## src/rtl/rot_quarter_scheduler_if.sv

```systemverilog
// rtl/rot_quarter_scheduler_if.sv - channel, rotator and control signals of the quarter-turn scheduler
interface rot_quarter_scheduler_if #(
  parameter int G_DWIDTH = 24
);
  // control
  logic                enable;
  logic [1:0]          ch0_step;
  logic [1:0]          ch1_step;
  logic                phase_clear;
  // channel inputs
  logic [G_DWIDTH-1:0] ch0_din_re;
  logic [G_DWIDTH-1:0] ch0_din_im;
  logic                ch0_din_valid;
  logic                ch0_din_ready;
  logic [G_DWIDTH-1:0] ch1_din_re;
  logic [G_DWIDTH-1:0] ch1_din_im;
  logic                ch1_din_valid;
  logic                ch1_din_ready;
  // rotator request
  logic [G_DWIDTH-1:0] rot_re;
  logic [G_DWIDTH-1:0] rot_im;
  logic [1:0]          rot_index;
  logic                rot_valid;
  logic                rot_ready;
  // rotator result
  logic [G_DWIDTH-1:0] res_re;
  logic [G_DWIDTH-1:0] res_im;
  logic                res_valid;
  logic                res_ready;
  // channel outputs
  logic [G_DWIDTH-1:0] ch0_dout_re;
  logic [G_DWIDTH-1:0] ch0_dout_im;
  logic                ch0_dout_valid;
  logic                ch0_dout_ready;
  logic [G_DWIDTH-1:0] ch1_dout_re;
  logic [G_DWIDTH-1:0] ch1_dout_im;
  logic                ch1_dout_valid;
  logic                ch1_dout_ready;
  // status
  logic                busy;
  logic                grant;

  // scheduler side
  modport slave (
    input  enable, ch0_step, ch1_step, phase_clear,
    input  ch0_din_re, ch0_din_im, ch0_din_valid,
    output ch0_din_ready,
    input  ch1_din_re, ch1_din_im, ch1_din_valid,
    output ch1_din_ready,
    output rot_re, rot_im, rot_index, rot_valid,
    input  rot_ready,
    input  res_re, res_im, res_valid,
    output res_ready,
    output ch0_dout_re, ch0_dout_im, ch0_dout_valid,
    input  ch0_dout_ready,
    output ch1_dout_re, ch1_dout_im, ch1_dout_valid,
    input  ch1_dout_ready,
    output busy, grant
  );

  // environment side (channels, rotator, control)
  modport master (
    output enable, ch0_step, ch1_step, phase_clear,
    output ch0_din_re, ch0_din_im, ch0_din_valid,
    input  ch0_din_ready,
    output ch1_din_re, ch1_din_im, ch1_din_valid,
    input  ch1_din_ready,
    input  rot_re, rot_im, rot_index, rot_valid,
    output rot_ready,
    output res_re, res_im, res_valid,
    input  res_ready,
    input  ch0_dout_re, ch0_dout_im, ch0_dout_valid,
    output ch0_dout_ready,
    input  ch1_dout_re, ch1_dout_im, ch1_dout_valid,
    output ch1_dout_ready,
    input  busy, grant
  );
endinterface

```

## src/rtl/rot_quarter_scheduler.sv

```systemverilog
// rtl/rot_quarter_scheduler.sv - round-robin sharing of one quarter-turn rotator between two channels
module rot_quarter_scheduler #(
  parameter int G_DWIDTH = 24
) (
  input  logic                   clk,
  input  logic                   reset,
  rot_quarter_scheduler_if.slave bus
);

  typedef enum logic [2:0] {
    SM_INIT,
    SM_ARB,
    SM_ACCEPT,
    SM_ISSUE,
    SM_WAIT,
    SM_RETURN
  } state_t;

  state_t              state_q;
  logic                grant_q;
  logic                last_grant_q;
  logic [1:0]          phase0_q, phase0_d;
  logic [1:0]          phase1_q, phase1_d;
  logic                din_ready0_q, din_ready1_q;
  logic                rot_valid_q;
  logic [G_DWIDTH-1:0] rot_re_q, rot_im_q;
  logic [1:0]          rot_index_q;
  logic                res_ready_q;
  logic [G_DWIDTH-1:0] dout0_re_q, dout0_im_q, dout1_re_q, dout1_im_q;
  logic                dout_valid0_q, dout_valid1_q;
  logic                busy_q;

  logic                any_valid;
  logic                arb_g;
  logic                in_fire;
  logic                out_fire;

  // Arbitration: a lone requester wins; on contention the channel not served last wins.
  assign any_valid = bus.ch0_din_valid | bus.ch1_din_valid;
  assign arb_g     = (bus.ch0_din_valid & bus.ch1_din_valid) ? ~last_grant_q : bus.ch1_din_valid;
  assign in_fire   = grant_q ? (bus.ch1_din_valid & din_ready1_q) : (bus.ch0_din_valid & din_ready0_q);
  assign out_fire  = grant_q ? (dout_valid1_q & bus.ch1_dout_ready) : (dout_valid0_q & bus.ch0_dout_ready);

  // Phase accumulators: advance the granted channel on its accept, phase_clear overrides.
  always_comb begin
    phase0_d = phase0_q;
    phase1_d = phase1_q;
    if (state_q == SM_ACCEPT && in_fire) begin
      if (grant_q) phase1_d = phase1_q + bus.ch1_step;
      else         phase0_d = phase0_q + bus.ch0_step;
    end
    if (bus.phase_clear) begin
      phase0_d = 2'd0;
      phase1_d = 2'd0;
    end
  end

  // Transaction FSM; every handshake output is a register updated here.
  always_ff @(posedge clk) begin
    if (reset || !bus.enable) begin
      state_q       <= SM_INIT;
      grant_q       <= 1'b0;
      last_grant_q  <= 1'b1;
      phase0_q      <= 2'd0;
      phase1_q      <= 2'd0;
      din_ready0_q  <= 1'b0;
      din_ready1_q  <= 1'b0;
      rot_valid_q   <= 1'b0;
      rot_index_q   <= 2'd0;
      res_ready_q   <= 1'b0;
      dout_valid0_q <= 1'b0;
      dout_valid1_q <= 1'b0;
      busy_q        <= 1'b0;
    end else begin
      phase0_q <= phase0_d;
      phase1_q <= phase1_d;
      case (state_q)
        SM_INIT: state_q <= SM_ARB;
        SM_ARB: begin
          if (any_valid) begin
            grant_q <= arb_g;
            if (arb_g) din_ready1_q <= 1'b1;
            else       din_ready0_q <= 1'b1;
            busy_q  <= 1'b1;
            state_q <= SM_ACCEPT;
          end
        end
        SM_ACCEPT: begin
          if (in_fire) begin
            rot_re_q     <= grant_q ? bus.ch1_din_re : bus.ch0_din_re;
            rot_im_q     <= grant_q ? bus.ch1_din_im : bus.ch0_din_im;
            // the sample uses the pre-update phase, even when phase_clear hits this edge
            rot_index_q  <= grant_q ? phase1_q : phase0_q;
            din_ready0_q <= 1'b0;
            din_ready1_q <= 1'b0;
            rot_valid_q  <= 1'b1;
            state_q      <= SM_ISSUE;
          end
        end
        SM_ISSUE: begin
          if (bus.rot_ready) begin
            rot_valid_q <= 1'b0;
            res_ready_q <= 1'b1;
            state_q     <= SM_WAIT;
          end
        end
        SM_WAIT: begin
          if (bus.res_valid) begin
            if (grant_q) begin
              dout1_re_q    <= bus.res_re;
              dout1_im_q    <= bus.res_im;
              dout_valid1_q <= 1'b1;
            end else begin
              dout0_re_q    <= bus.res_re;
              dout0_im_q    <= bus.res_im;
              dout_valid0_q <= 1'b1;
            end
            res_ready_q <= 1'b0;
            state_q     <= SM_RETURN;
          end
        end
        SM_RETURN: begin
          if (out_fire) begin
            dout_valid0_q <= 1'b0;
            dout_valid1_q <= 1'b0;
            last_grant_q  <= grant_q;
            busy_q        <= 1'b0;
            state_q       <= SM_ARB;
          end
        end
        default: state_q <= SM_INIT;
      endcase
    end
  end

  assign bus.ch0_din_ready  = din_ready0_q;
  assign bus.ch1_din_ready  = din_ready1_q;
  assign bus.rot_re         = rot_re_q;
  assign bus.rot_im         = rot_im_q;
  assign bus.rot_index      = rot_index_q;
  assign bus.rot_valid      = rot_valid_q;
  assign bus.res_ready      = res_ready_q;
  assign bus.ch0_dout_re    = dout0_re_q;
  assign bus.ch0_dout_im    = dout0_im_q;
  assign bus.ch0_dout_valid = dout_valid0_q;
  assign bus.ch1_dout_re    = dout1_re_q;
  assign bus.ch1_dout_im    = dout1_im_q;
  assign bus.ch1_dout_valid = dout_valid1_q;
  assign bus.busy           = busy_q;
  assign bus.grant          = grant_q;

endmodule

```

## src/flat_wrapper.sv

```systemverilog
// flat-port wrapper written by rule: the top's interface ports become plain ports
module rot_quarter_scheduler_flat 
#(
  parameter int G_DWIDTH = 24
)
  (clk, reset, bus_enable, bus_ch0_step, bus_ch1_step, bus_phase_clear, bus_ch0_din_re, bus_ch0_din_im, bus_ch0_din_valid, bus_ch0_din_ready, bus_ch1_din_re, bus_ch1_din_im, bus_ch1_din_valid, bus_ch1_din_ready, bus_rot_re, bus_rot_im, bus_rot_index, bus_rot_valid, bus_rot_ready, bus_res_re, bus_res_im, bus_res_valid, bus_res_ready, bus_ch0_dout_re, bus_ch0_dout_im, bus_ch0_dout_valid, bus_ch0_dout_ready, bus_ch1_dout_re, bus_ch1_dout_im, bus_ch1_dout_valid, bus_ch1_dout_ready, bus_busy, bus_grant);
  rot_quarter_scheduler_if #(.G_DWIDTH(G_DWIDTH)) bus_i ();
  input  logic clk;
  input  logic reset;
  input wire logic [$bits(bus_i.enable)-1:0] bus_enable;
  input wire logic [$bits(bus_i.ch0_step)-1:0] bus_ch0_step;
  input wire logic [$bits(bus_i.ch1_step)-1:0] bus_ch1_step;
  input wire logic [$bits(bus_i.phase_clear)-1:0] bus_phase_clear;
  input wire logic [$bits(bus_i.ch0_din_re)-1:0] bus_ch0_din_re;
  input wire logic [$bits(bus_i.ch0_din_im)-1:0] bus_ch0_din_im;
  input wire logic [$bits(bus_i.ch0_din_valid)-1:0] bus_ch0_din_valid;
  output wire logic [$bits(bus_i.ch0_din_ready)-1:0] bus_ch0_din_ready;
  input wire logic [$bits(bus_i.ch1_din_re)-1:0] bus_ch1_din_re;
  input wire logic [$bits(bus_i.ch1_din_im)-1:0] bus_ch1_din_im;
  input wire logic [$bits(bus_i.ch1_din_valid)-1:0] bus_ch1_din_valid;
  output wire logic [$bits(bus_i.ch1_din_ready)-1:0] bus_ch1_din_ready;
  output wire logic [$bits(bus_i.rot_re)-1:0] bus_rot_re;
  output wire logic [$bits(bus_i.rot_im)-1:0] bus_rot_im;
  output wire logic [$bits(bus_i.rot_index)-1:0] bus_rot_index;
  output wire logic [$bits(bus_i.rot_valid)-1:0] bus_rot_valid;
  input wire logic [$bits(bus_i.rot_ready)-1:0] bus_rot_ready;
  input wire logic [$bits(bus_i.res_re)-1:0] bus_res_re;
  input wire logic [$bits(bus_i.res_im)-1:0] bus_res_im;
  input wire logic [$bits(bus_i.res_valid)-1:0] bus_res_valid;
  output wire logic [$bits(bus_i.res_ready)-1:0] bus_res_ready;
  output wire logic [$bits(bus_i.ch0_dout_re)-1:0] bus_ch0_dout_re;
  output wire logic [$bits(bus_i.ch0_dout_im)-1:0] bus_ch0_dout_im;
  output wire logic [$bits(bus_i.ch0_dout_valid)-1:0] bus_ch0_dout_valid;
  input wire logic [$bits(bus_i.ch0_dout_ready)-1:0] bus_ch0_dout_ready;
  output wire logic [$bits(bus_i.ch1_dout_re)-1:0] bus_ch1_dout_re;
  output wire logic [$bits(bus_i.ch1_dout_im)-1:0] bus_ch1_dout_im;
  output wire logic [$bits(bus_i.ch1_dout_valid)-1:0] bus_ch1_dout_valid;
  input wire logic [$bits(bus_i.ch1_dout_ready)-1:0] bus_ch1_dout_ready;
  output wire logic [$bits(bus_i.busy)-1:0] bus_busy;
  output wire logic [$bits(bus_i.grant)-1:0] bus_grant;
  assign bus_i.enable = bus_enable;
  assign bus_i.ch0_step = bus_ch0_step;
  assign bus_i.ch1_step = bus_ch1_step;
  assign bus_i.phase_clear = bus_phase_clear;
  assign bus_i.ch0_din_re = bus_ch0_din_re;
  assign bus_i.ch0_din_im = bus_ch0_din_im;
  assign bus_i.ch0_din_valid = bus_ch0_din_valid;
  assign bus_ch0_din_ready = bus_i.ch0_din_ready;
  assign bus_i.ch1_din_re = bus_ch1_din_re;
  assign bus_i.ch1_din_im = bus_ch1_din_im;
  assign bus_i.ch1_din_valid = bus_ch1_din_valid;
  assign bus_ch1_din_ready = bus_i.ch1_din_ready;
  assign bus_rot_re = bus_i.rot_re;
  assign bus_rot_im = bus_i.rot_im;
  assign bus_rot_index = bus_i.rot_index;
  assign bus_rot_valid = bus_i.rot_valid;
  assign bus_i.rot_ready = bus_rot_ready;
  assign bus_i.res_re = bus_res_re;
  assign bus_i.res_im = bus_res_im;
  assign bus_i.res_valid = bus_res_valid;
  assign bus_res_ready = bus_i.res_ready;
  assign bus_ch0_dout_re = bus_i.ch0_dout_re;
  assign bus_ch0_dout_im = bus_i.ch0_dout_im;
  assign bus_ch0_dout_valid = bus_i.ch0_dout_valid;
  assign bus_i.ch0_dout_ready = bus_ch0_dout_ready;
  assign bus_ch1_dout_re = bus_i.ch1_dout_re;
  assign bus_ch1_dout_im = bus_i.ch1_dout_im;
  assign bus_ch1_dout_valid = bus_i.ch1_dout_valid;
  assign bus_i.ch1_dout_ready = bus_ch1_dout_ready;
  assign bus_busy = bus_i.busy;
  assign bus_grant = bus_i.grant;
  rot_quarter_scheduler #(.G_DWIDTH(G_DWIDTH)) u_core (.clk(clk), .reset(reset), .bus(bus_i));
endmodule
```

## config.mk

```make
export PLATFORM = sky130hd
export DESIGN_NAME = rot_quarter_scheduler_flat
export DESIGN_NICKNAME = d
export VERILOG_FILES = /design/src/rtl/rot_quarter_scheduler_if.sv /design/src/rtl/rot_quarter_scheduler.sv /design/src/flat_wrapper.sv
export SDC_FILE = /design/constraint.sdc
export NUM_CORES = 1
export LEC_CHECK = 0
export BUFFER_PORTS_ARGS = -buffer_cell sky130_fd_sc_hd__clkbuf_2
export CAP_MARGIN = 20
export CORE_ASPECT_RATIO = 1.25
export CORE_UTILIZATION = 30
export DETAILED_ROUTE_END_ITERATION = 8
export GPL_TIMING_DRIVEN = 1
export REMOVE_ABC_BUFFERS = 1
export SLEW_MARGIN = 15
export SYNTH_ARGS = -nofsm -noshare
export SYNTH_HDL_FRONTEND = slang
export SYNTH_SLANG_ARGS = --single-unit
export TNS_END_PERCENT = 5
```

## constraint.sdc

```tcl
create_clock -name clk -period 7.2 [get_ports clk]
set_input_delay 1.44 -clock clk [delete_from_list [all_inputs] [get_ports clk]]
set_output_delay 1.44 -clock clk [all_outputs]
set_load 0.02 [all_outputs]
```

# Word-level counts from Yosys, hierarchy flattened
# Index checks and enable logic that the tools add are counted.
dict set report classes {
  add_sub_neg 2
  n_eq_ne 14
  muxes 34
  n_bitwise 9
  reduce_logical 26
}
# cell count
set op_table {}
lappend op_table {{24-bit two-way mux} 2}
lappend op_table {{4-bit AND reduction} 6}
lappend op_table {{1-bit two-way mux} 18}
lappend op_table {{3-bit one-hot mux with 6 select lines} 1}
lappend op_table {{3-bit two-way mux} 5}
lappend op_table {{1-bit one-hot mux with 2 select lines} 7}
lappend op_table {{3-bit AND reduction} 4}
lappend op_table {{2-bit by 1-bit inequality test with 1-bit output, second input constant} 5}
lappend op_table {{2-bit AND reduction} 5}
lappend op_table {{2-bit nonzero test} 5}
lappend op_table {{2-bit inequality test, second input constant} 4}
lappend op_table {{3-bit by 2-bit == test with 1-bit output, second input constant} 2}
lappend op_table {{3-bit == test, second input constant} 2}
lappend op_table {{1-bit bitwise AND} 5}
lappend op_table {{5-bit AND reduction} 1}
lappend op_table {{2-bit adder} 2}
lappend op_table {{3-bit by 1-bit == test with 1-bit output, second input constant} 1}
lappend op_table {{3-bit logical NOT} 1}
lappend op_table {{1-bit inverter} 3}
lappend op_table {{2-bit two-way mux} 1}
lappend op_table {{2-bit OR reduction} 1}
lappend op_table {{1-bit logical AND} 1}
lappend op_table {{1-bit logical NOT} 1}
lappend op_table {{1-bit logical OR} 1}
lappend op_table {{1-bit OR} 1}
dict set report word_totals {
  register_bits 162
  in_bits 158
  output_inout_bits 154
  wordCells 104
}

# Depth between registers and ports, before layout
dict set report logic_depth {
  word_depth 5
  mapped_depth 5
  ltp_nobuf 5
}

# Worst setup path before layout
# OpenSTA, ideal clock, no wires.
dict set report synth_timing {
  path_type {input-to-reg}
  from {input port reset}
  to {register u_core.dout0_im_q[0] (netlist: u_core.bus.ch0_dout_im[0]) (enable)}
  setup_ps 513
  arrival_ps 5171
  required_time_ps 6687
  setup_slack_ps 1516
  stages 3
  n_path_buf 1
  path_cell_list {nand2b_1 > buf_1 > nor3_1}
}
dict set report synth_between {
  elab_chain_cells 3
}
# element line_no
set synth_lines {}
lappend synth_lines {{start, declared} flat_wrapper.sv:9} ;# input logic reset;
lappend synth_lines {{1-bit logical OR} rot_quarter_scheduler.sv:60} ;# if (reset || !bus.enable) begin
lappend synth_lines {{1-bit inverter (no source line)} -}
lappend synth_lines {{4-bit AND reduction (no source line)} -}
lappend synth_lines {{end signal, assigned} rot_quarter_scheduler.sv:115} ;# dout0_im_q <= bus.res_im;
lappend synth_lines {{end, declared} rot_quarter_scheduler.sv:29} ;# logic [G_DWIDTH-1:0] dout0_re_q, dout0_im_q, dout1_re_q, dout1_im_q;
# Every way passes these cells.
# A chain may end at the register's enable or synchronous reset.

# Final worst setup path
dict set report layout_timing {
  from {register u_core.grant_q (netlist: u_core.bus.grant)}
  to {output port bus_grant}
}
# element line_no
set layout_rtl {}
lappend layout_rtl {{start, declared} rot_quarter_scheduler.sv:20} ;# logic grant_q;
lappend layout_rtl {{start signal, assigned} rot_quarter_scheduler.sv:81} ;# grant_q <= arb_g;
lappend layout_rtl {{end, declared} flat_wrapper.sv:40} ;# output wire logic [$bits(bus_i.grant)-1:0] bus_grant;
# No word-level cell between the ends.

==> flow_results.org <==
** Worst setup path
- Highest fanout seen on the critical path :: 58
- The largest individual stage delay along the critical path comes from the cell buf_4.
- Cell family with most CP delay :: buffers and inverters
- Measured in cells, the most critical reg-to-reg path has a length of 5.
- Classification of the worst setup path :: flop to output pin
- Endpoint kind of the worst setup timing path :: output pin
- RR Startpoint :: u_core.bus.grant
- The number of buffers and inverters on the critical path is 2.
- In this design, the stage delay of the slowest critical-path cell is 550 ps.
- Tracing the worst setup path back leads to its startpoint at u_core.bus.grant.
- Traced cell by cell, the critical path runs through buf_4 -> clkbuf_2.
- Data arrival, critical path :: 1580 ps
- Critical path startpoint category :: flop
- In this run the number of cells on the critical path is 2.
- Crit path required time :: 5760 ps

** Route
- After detailed routing, the number of remaining DRC violations is 0.
- Per-cell via count in the routed design :: 4.41
- Across all layers, the routed design uses 3849 vias.
- The count of nets left with antenna violations once routing finished came out at 0.
- First drt pass iteration count :: 4
- Number of DRC violations after detailed-routing iteration 0 :: 182
- Final routed wirelength across all metal layers :: 13.3 mm
- Detail-routed net length per standard cell :: 15.2 um

** Logic synthesis
- Biggest area contributors in the synthesized netlist :: edfxtp_1 75%, mux2_2 9.4%, dfxtp_1 6.2%
- Yosys mapped the design onto 35 distinct sky130hd cell types.
- Post-synth ARST share :: 0
- Post-synthesis cell type with the largest combined area :: edfxtp_1
- The portion of synthesized area spent on multiplexers is 0.0971.
- Cell count after synthesis :: 302
- Top_reg_cell synth :: edfxtp_1
- By area, the combinational part of the netlist is dominated by multiplexers.
- Adder-cell share of the synthesized area :: 0.00434
- After synthesis the netlist holds a flip-flop and latch count of 162.
- Area fraction in and, or, nand and nor cells after synthesis :: 0.0382
- Averaged over all synthesized cells, the footprint is 19.1 um^2.
- The complex-gate fraction of the synthesized area is 0.0317.
- Total of warnings raised by yosys :: 0
- The synthesized design contains 144 enable-type register cells.
- Seq/Total Area, Yosys :: 0.812
- Of the post-synthesis cell area, the dominant cell type holds 0.749.
- Summing every instance area after synthesis gives 5770 um^2.
- XOR/XNOR share of the synthesized area :: 0.00607

** Clock tree
- Postcts setup bufs :: 0
- Clk root buf :: clkbuf_16
- For the worst-skew pair, the clock arrives at the later sink with an insertion delay of 430 ps.
- In this run the deepest clock path goes through 2 buffers.
- CTS tree :: done
- Number of buffers created by CTS :: 17
- Level count of the clock H-tree :: 4
- CTS clock-pin slew for the worst setup and hold paths :: 70 ps
- Post-CTS Resized :: 0
- Hold repair after CTS inserted 0 buffers.
- CTS saw 162 sinks.

** GRT
- Global router's overall resource usage :: 0.133
- The first global-routing pass estimated 19.7 mm of wire.
- Global route total overflow :: 0
- Antenna violations before repair :: 0
- Entering global routing, the biggest net connects 59 pins.
- The number of global-route vias before repair was 3915.

** STA
- Top achievable clock speed :: 331 MHz
- Total count of max-transition violations in the final report :: 0
- The clock period could shrink to 3020 ps.
- Adding up every negative setup slack in the final design gives 0 ps.
- Setup repair after global routing left no endpoint under its margin.
- Max-slew headroom at the worst pin :: 0.527
- Final clock period utilization by the worst path :: 0.420
- Total of endpoints with negative setup slack in the final report :: 0
- Number of hold-slack violations in the final timing report :: 0
- Transition time at the pin with the least slew margin :: 710 ps
- On the final layout, the worst clock skew is 17.8 ps.

** Status
- Status :: completed

** Placed design
- Routability-driven placement finished with a final weighted congestion of 0.714.
- IO Port Bufs :: 311
- The HPWL after detailed placement is 9.89 mm.

** Floorplan
- Initial core utilization :: 0.307
- Std-Cell Rows :: 56
- The die is 126 um wide.
- During I/O placement, the number of pins put on the boundary was 312.
- Floorplan die area :: 19800 um^2
- Die Y-Extent :: 157 um
- The core region is 18800 um^2.

** Finish
- In the layout the commonest cells are 311 x clkbuf_2, 144 x edfxtp_1, 48 x mux2_2.
- Area Growth Syn to Fin :: 42.6%
- Of the cells placed in the final design, the portion with a size suffix greater than 1 is 0.631.
- The library cell used most frequently in the layout, excluding fill and tap cells, is clkbuf_2.
- The net count of the finished layout is 787.
- Once layout is complete, the utilization of the core stands at 0.438.
- The number of antenna diodes in the final layout is 0.

** Pwr
- Cell leakage power :: 3.35 nW
- Maximum vdd drop :: 0.128 mV
- Power after layout :: 2.01 mW
- Power Density :: 244 nW/um^2

** Hold path
- The worst hold path begins at u_core.bus.rot_index[0].
- The worst hold path passes through 2 cells.
- The min-delay analysis places its worst path in the category flop to flop.

** Run
- Max cap viols :: 0
[final timing paths]
check	to	slack, ps
worst max-delay path	bus_grant	4180
worst min-delay path	u_core.bus.rot_index[0]	460
worst max register to register	u_core.bus.rot_re[11]	4660
worst min register to register	u_core.bus.rot_index[0]	460
[cell usage after synthesis (all sizes together) (2+ instances only)]
cell    number
edfxtp     144
mux2        48
dfxtp       18
nor2        15
nand2        9
a21oi        8
buf          8
nand2b       6
nor3         5
inv          4
o21a         4
o21ai        4
xnor2        4
a31oi        3
nand3        3
a22oi        2
ha           2
mux2i        2
nand3b       2
[cell type report]
class / instances / area (um^2)
Clock buffer: 17 / 425
Clock inverter: 15 / 186
Fill cell: 1726 / 10500
Inverter: 4 / 15.0
Multi-Input combinational cell: 127 / 1040
Sequential cell: 162 / 4690
Tap cell: 232 / 290
Timing Repair Buffer: 315 / 1590
[power by group]
group | leakage, nW | switching (mW) | internal, mW
logic | 1.62 | 0.0291 | 0.0459
clock network | 0.297 | 0.411 | 0.501
registers | 1.44 | 0.00161 | 1.02
total | 3.35 | 0.442 | 1.57
[worst reg2reg max path, stage by stage, from the launching register on]
cell	delay (ps)
dfxtp_2	310
buf_4	550
nand3_1	340
a21o_1	340
nor2_4	90
buf_4	510
[per-stage QoR]
step	setup slack [ps]	hold WS (ps)	instances	area, um^2
floorplan	1570	485	293	5720
global placement	4050	447	840	7620
detailed placement	4020	457	840	7620
CTS	4140	466	872	8230
global route	4070	489	872	8230
finish	4180	460	872	8230
[metal layers]
| layer | track usage | share of wire | up-vias |
|---|---|---|---|
| li1 | - | - | 1816 |
| met3 | 0.0510 | 0.088 | 13 |
| met4 | 0.0562 | 0.012 | 0 |
| met5 | 0 | 0 | - |
| met1 | 0.140 | 0.37 | 1803 |
| met2 | 0.239 | 0.53 | 217 |
[state kept, by name, indices dropped and copies added, names as in the netlist]
| signal | cells |
|---|---|
| u_core.bus.res_ready | 1 |
| u_core.bus.rot_re | 24 |
| u_core.phase0_q | 2 |
| u_core.bus.ch1_dout_valid | 1 |
| u_core.phase1_q | 2 |
| u_core.bus.busy | 1 |
| u_core.state_q | 3 |
| u_core.bus.grant | 1 |
| u_core.bus.ch1_dout_re | 24 |
| u_core.bus.ch0_din_ready | 1 |
| u_core.bus.ch0_dout_re | 24 |
| u_core.last_grant_q | 1 |
| u_core.bus.ch0_dout_valid | 1 |
| u_core.bus.ch1_dout_im | 24 |
| u_core.bus.rot_index | 2 |
| u_core.bus.rot_im | 24 |
| u_core.bus.rot_valid | 1 |
| u_core.bus.ch1_din_ready | 1 |
| u_core.bus.ch0_dout_im | 24 |
[cell families after synthesis]
family          count (synthesis)
simple gates                   43
fa+ha+maj                       2
xor+xnor                        4
buf+inv                        13
mux                            50
flops                         162
compound gates                 28
Power figures use the tool's default switching activity.
